--- src/rtl/axis_split_dest.sv ---
// axis_split_dest: packet-aware AXI-Stream demultiplexer.
// One slave stream fans out to MASTER_NUM master streams. The destination is
// taken from tdest on the first beat of a packet and held through tlast.
// A single registered output stage gives 1-cycle latency at full throughput.
// Packets addressed to a port index >= MASTER_NUM are swallowed and counted.
module axis_split_dest #(
  parameter int unsigned MASTER_NUM = 4,
  parameter int unsigned DATA_WIDTH = 32,
  parameter int unsigned DEST_WIDTH = $clog2(MASTER_NUM),
  parameter int unsigned CNT_WIDTH  = 16
) (
  input  logic                  clk,
  input  logic                  arstn,

  input  logic [DATA_WIDTH-1:0] s_axis_tdata,
  input  logic                  s_axis_tvalid,
  output logic                  s_axis_tready,
  input  logic                  s_axis_tlast,
  input  logic [DEST_WIDTH-1:0] s_axis_tdest,

  output logic [DATA_WIDTH-1:0] m_axis_tdata,
  output logic                  m_axis_tlast,
  output logic [MASTER_NUM-1:0] m_axis_tvalid,
  input  logic [MASTER_NUM-1:0] m_axis_tready,

  output logic [CNT_WIDTH-1:0]  drop_cnt,
  output logic                  drop_pulse
);

  // Output stage
  logic                  ov_q, ov_d;
  logic [MASTER_NUM-1:0] osel_q, osel_d;
  logic [DATA_WIDTH-1:0] od_q, od_d;
  logic                  ol_q, ol_d;

  // Packet tracking
  logic                  sop_q, sop_d;
  logic [DEST_WIDTH-1:0] route_q, route_d;
  logic                  dropping_q, dropping_d;

  // Statistics
  logic [CNT_WIDTH-1:0]  drop_cnt_q, drop_cnt_d;
  logic                  drop_pulse_q, drop_pulse_d;

  // Handshake / routing helpers
  logic                  s_hs;
  logic                  m_hs;
  logic                  dest_invalid;
  logic                  drop_now;
  logic                  fwd_beat;
  logic                  drop_beat;
  logic [DEST_WIDTH-1:0] sel_idx;
  logic [MASTER_NUM-1:0] sel_oh;

  // Only the selected port's tready can drain the output stage.
  assign m_hs         = ov_q & (|(osel_q & m_axis_tready));

  // Zero-extend before comparing so any DEST_WIDTH works against MASTER_NUM.
  assign dest_invalid = (32'(s_axis_tdest) >= MASTER_NUM);

  assign drop_now     = (sop_q & s_axis_tvalid & dest_invalid) | dropping_q;

  // Dropped beats never touch the output stage, so they are always accepted.
  assign s_axis_tready = drop_now ? 1'b1 : (~ov_q | m_hs);

  assign s_hs      = s_axis_tvalid & s_axis_tready;
  assign fwd_beat  = s_hs & ~drop_now;
  assign drop_beat = s_hs & drop_now;

  // First beat routes by its own tdest; later beats follow the latched route.
  assign sel_idx = sop_q ? s_axis_tdest : route_q;
  assign sel_oh  = {{(MASTER_NUM - 1){1'b0}}, 1'b1} << sel_idx;

  // Output stage next state: load on a forwarded beat, empty on a bare drain.
  always_comb begin
    ov_d   = ov_q;
    osel_d = osel_q;
    od_d   = od_q;
    ol_d   = ol_q;
    if (fwd_beat) begin
      ov_d   = 1'b1;
      osel_d = sel_oh;
      od_d   = s_axis_tdata;
      ol_d   = s_axis_tlast;
    end else if (m_hs) begin
      ov_d   = 1'b0;
    end
  end

  // Packet tracking next state: sop, latched route and drop-in-progress flag.
  always_comb begin
    sop_d      = sop_q;
    route_d    = route_q;
    dropping_d = dropping_q;
    if (fwd_beat) begin
      if (sop_q) begin
        route_d = s_axis_tdest;
      end
      sop_d = s_axis_tlast;
    end else if (drop_beat) begin
      dropping_d = ~s_axis_tlast;
      sop_d      = s_axis_tlast;
    end
  end

  // Statistics next state: count and pulse once per dropped packet.
  always_comb begin
    drop_cnt_d   = drop_cnt_q;
    drop_pulse_d = 1'b0;
    if (drop_beat && sop_q) begin
      drop_pulse_d = 1'b1;
      if (drop_cnt_q != {CNT_WIDTH{1'b1}}) begin
        drop_cnt_d = drop_cnt_q + 1'b1;
      end
    end
  end

  // Output stage registers.
  always_ff @(posedge clk or negedge arstn) begin
    if (!arstn) begin
      ov_q   <= 1'b0;
      osel_q <= '0;
      od_q   <= '0;
      ol_q   <= 1'b0;
    end else begin
      ov_q   <= ov_d;
      osel_q <= osel_d;
      od_q   <= od_d;
      ol_q   <= ol_d;
    end
  end

  // Packet tracking registers; reset returns to start-of-packet.
  always_ff @(posedge clk or negedge arstn) begin
    if (!arstn) begin
      sop_q      <= 1'b1;
      route_q    <= '0;
      dropping_q <= 1'b0;
    end else begin
      sop_q      <= sop_d;
      route_q    <= route_d;
      dropping_q <= dropping_d;
    end
  end

  // Statistics registers.
  always_ff @(posedge clk or negedge arstn) begin
    if (!arstn) begin
      drop_cnt_q   <= '0;
      drop_pulse_q <= 1'b0;
    end else begin
      drop_cnt_q   <= drop_cnt_d;
      drop_pulse_q <= drop_pulse_d;
    end
  end

  assign m_axis_tvalid = osel_q & {MASTER_NUM{ov_q}};
  assign m_axis_tdata  = od_q;
  assign m_axis_tlast  = ol_q;
  assign drop_cnt      = drop_cnt_q;
  assign drop_pulse    = drop_pulse_q;

endmodule

--- config.mk ---
export PLATFORM = sky130hd
export DESIGN_NAME = axis_split_dest
export DESIGN_NICKNAME = d
export VERILOG_FILES = /design/src/rtl/axis_split_dest.sv
export SDC_FILE = /design/constraint.sdc
export NUM_CORES = 1
export LEC_CHECK = 0
export CAP_MARGIN = 15
export CORE_ASPECT_RATIO = 1.1
export CORE_MARGIN = 2
export CORE_UTILIZATION = 39
export DETAILED_ROUTE_END_ITERATION = 8
export PLACE_DENSITY = 0.78
export REMOVE_ABC_BUFFERS = 1
export SYNTH_ARGS = -nofsm -noshare
export SYNTH_HDL_FRONTEND = slang
export SYNTH_SLANG_ARGS = --single-unit
--- constraint.sdc ---
create_clock -name clk -period 1.66 [get_ports clk]
set_input_delay 0.332 -clock clk [delete_from_list [all_inputs] [get_ports clk]]
set_output_delay 0.332 -clock clk [all_outputs]
set_load 0.01 [all_outputs]
==> summary.txt <==
crit path max-delay cell type = a222oi_1
clk_lat worst skew = 0.33 ns
Die Area = 6990 um^2
crit-path max cell delay = 0.44 ns
predominant post-synthesis flop cell = dfrtp_1
DPL Wire Length = 4.15 mm
RePlAce Congestion = 0.781
GRT overflow = 0
Post-Place Cells = 445
first-pass GRT wire length = 10.1 mm
final WL = 6.45 mm
highest ir drop seen on vdd = 1040 uV
Routed Antenna Nets = 0
Setup Crit Path Kind = input port to primary output
Synth Warn # = 0
most area-hungry cell type in the Yosys netlist = dfrtp_1
Crit Path Max Fanout = 2
Avg WL per Cell = 13.6 um
Final Power = 6.08 mW
setup slack, reg-to-reg = -0.01 ns
Initial Utilization = 0.401
Fillers = 498
storage element area = 1480 um^2
Post-Synthesis Cell Area = 2470 um^2
Pleak = 2.09 nW
Slew Limit Fails = 0
most frequent cells in the layout = nand2_1 (115), clkdlybuf4s50_1 (82), dfrtp_1 (57)
violated checks = negative hold slack, negative setup slack
# rows = 30
share of cells above drive strength 1 = 0.206
CTS tree = done
Critical R2R Launch = osel_q[0]$_DFFE_PN0P_
H-Tree Depth = 3
Worst slew margin = 0.710
Die Wd = 79.9 um
# nets final = 432
syn_area_per_cell = 9.85 um^2
r2r worst-path depth = 5
Clock Tree Buf Depth = 2
HP Class = input port to async pin
min Tclk post-route = 1.99 ns
Tcrit/Tclk final = 1.20
CTS sink cnt = 59
Reg2Reg Capture Point = sop_q$_DFFE_PN1P_
Worst-path clk slew = 0.07 ns
ANT cells = 0
RSZ-0062 raised after global routing = true
final worst slack = -0.333 ns
post-synthesis cell count = 251
Max Fclk = 0.502 GHz
first drt pass iteration count = 4
core area = 6160 um^2
die height = 87.5 um
# hold bufs at CTS = 0
outcome = complete, but fails checks
via count = 2234
Critical Path End = s_axis_tready
Cell Chain, Critical Path = clkdlybuf4s50_1, a222oi_1, nand2_1, or2_4, buf_6
multi-input logic area = 1020 um^2
CP startpoint = m_axis_tready[0]
Hold Slack = -0.00598 ns
Worst Path Arrival = 1.66 ns
final hold vios = 6
nature of the critical path endpoint = primary output
initial antenna violation count = 0
share of Yosys cell area claimed by the top area cell type = 0.587
I/O pins = 97
Max Cap Violations = 0
PwrDens = 1480 nW/um^2
Inserted Clock Buffers = 9
Root Buffer = clkbuf_8
IO buf count = 96
Area Growth Syn to Fin = 66.2%
detailed router's first-iteration violation count = 81
final std cells w/o fill = 474
All-Layer GR Usage = 0.186
Data required, critical path = 1.33 ns
number of enable flip-flop cells after synthesis = 0
worst clock skew = 0.00633 ns
setup-violating endpoint count in the final report = 2
vias in the first global route = 2283
main area contributors after synthesis = dfrtp_1 (59%), nand2_1 (17%), xor2_1 (5.0%)
async set-or-reset flop fraction in the synthesized netlist = 1.00
Distinct cells, synth = 38
#FFs+latches synth = 59
vias per inst = 4.71
# DRC = 0
largest net degree at the start of global routing = 60
leading cell type in the layout, fill and taps excluded = nand2_1
type of origin of the critical path = input port
Worst Tran Pin Value = 0.422 ns
Seq/Total Area, Yosys = 0.598
[cell usage after synthesis (3+ instances only)]
cell type    n
clkbuf_1     4
nor3_1       4
and2_1       4
nor2_1       5
buf_2        4
xor2_1      14
nand2_1    115
nand4_1      3
dfrtp_1     58
nand3_1      5
[registers in the layout, summed over array words and instances (netlist names)]
name / count
drop_now: 1
sop_q: 1
drop_cnt: 16
route_q: 2
osel_q: 4
m_axis_tdata: 32
ov_q: 1
m_axis_tlast: 1
drop_pulse: 1
[cells by family (layout without fill, tap and decap cells)]
family,Yosys count,after routing,share of synthesized area
DFF,59,59,0.598
xor gates and xnor gates,15,15,0.0532
AOI/OAI and AO/OA,10,10,0.0289
and+or+nand+nor,152,152,0.277
muxes,4,4,0.0172
buffers and inverters,10,153,0.0202
adders and majority gates,1,1,0.00506
[metal layers]
metal | global-route usage | vias up | share of wire
li1 | - | 1083 | -
met1 | 0.230 | 1069 | 0.43
met2 | 0.310 | 69 | 0.50
met3 | 0.0405 | 13 | 0.049
met4 | 0.0878 | 0 | 0.020
met5 | 0 | - | 0
[worst min path at each step]
stage / from / to / slack, ns / cells past startpoint
after global placement: arstn / m_axis_tdata[22]$_DFFE_PN0P_ / 0.36 / 2
after global routing: arstn / m_axis_tdata[11]$_DFFE_PN0P_ / 0.03 / 2
final: arstn / m_axis_tdata[10]$_DFFE_PN0P_ / -0.006 / 2
after floorplan: arstn / drop_cnt[0]$_DFFE_PN0P_ / 0.04 / 0
after CTS: arstn / m_axis_tdata[22]$_DFFE_PN0P_ / 0.006 / 2
after detailed placement: arstn / m_axis_tdata[10]$_DFFE_PN0P_ / 0.36 / 2
[power breakdown]
part           internal [mW]  switching [mW]
clock network          0.727           0.557
logic                   1.43            1.17
registers               1.93           0.269
[cell type report]
class / instances / share of cell area
inverters: 1 / 0.000914
multi-input cells: 182 / 0.247
repair buffers: 136 / 0.320
flip-flops and latches: 59 / 0.360
clock buffers: 11 / 0.0344
well taps: 80 / 0.0244
clock inverters: 5 / 0.0128
[critical path: cells and delay by family]
family                 cells  cell delay, ns
AND/OR/NAND/NOR            2            0.37
AO/OA/AOI/OAI              1            0.44
buffers and inverters      2            0.52
[timing repair]
action | in CTS | in global routing
endpoints found under the hold margin | 0 | 0
gates resized for setup | 25 | 13
setup buffers | 6 | 6
cloned | 0 | 2
pin swaps | 5 | 7
endpoints found under the setup margin | 19 | 48
[through the flow]
stage / cell area (um^2) / setup TNS, ns / hold slack [ns] / utilization / worst slack, ns
after floorplan: 2420 / -18.25 / 0.0364 / - / -0.547
after global placement: 3710 / -12.42 / 0.361 / 0.603 / -0.683
after global routing: 4110 / -0.437 / 0.0297 / 0.667 / -0.380
after CTS: 3960 / -0.435 / 0.00617 / 0.643 / -0.342
final: 4110 / -0.343 / -0.00598 / 0.667 / -0.333
after detailed placement: 3710 / -15.13 / 0.360 / 0.603 / -0.752
Power figures use the tool's default switching activity.
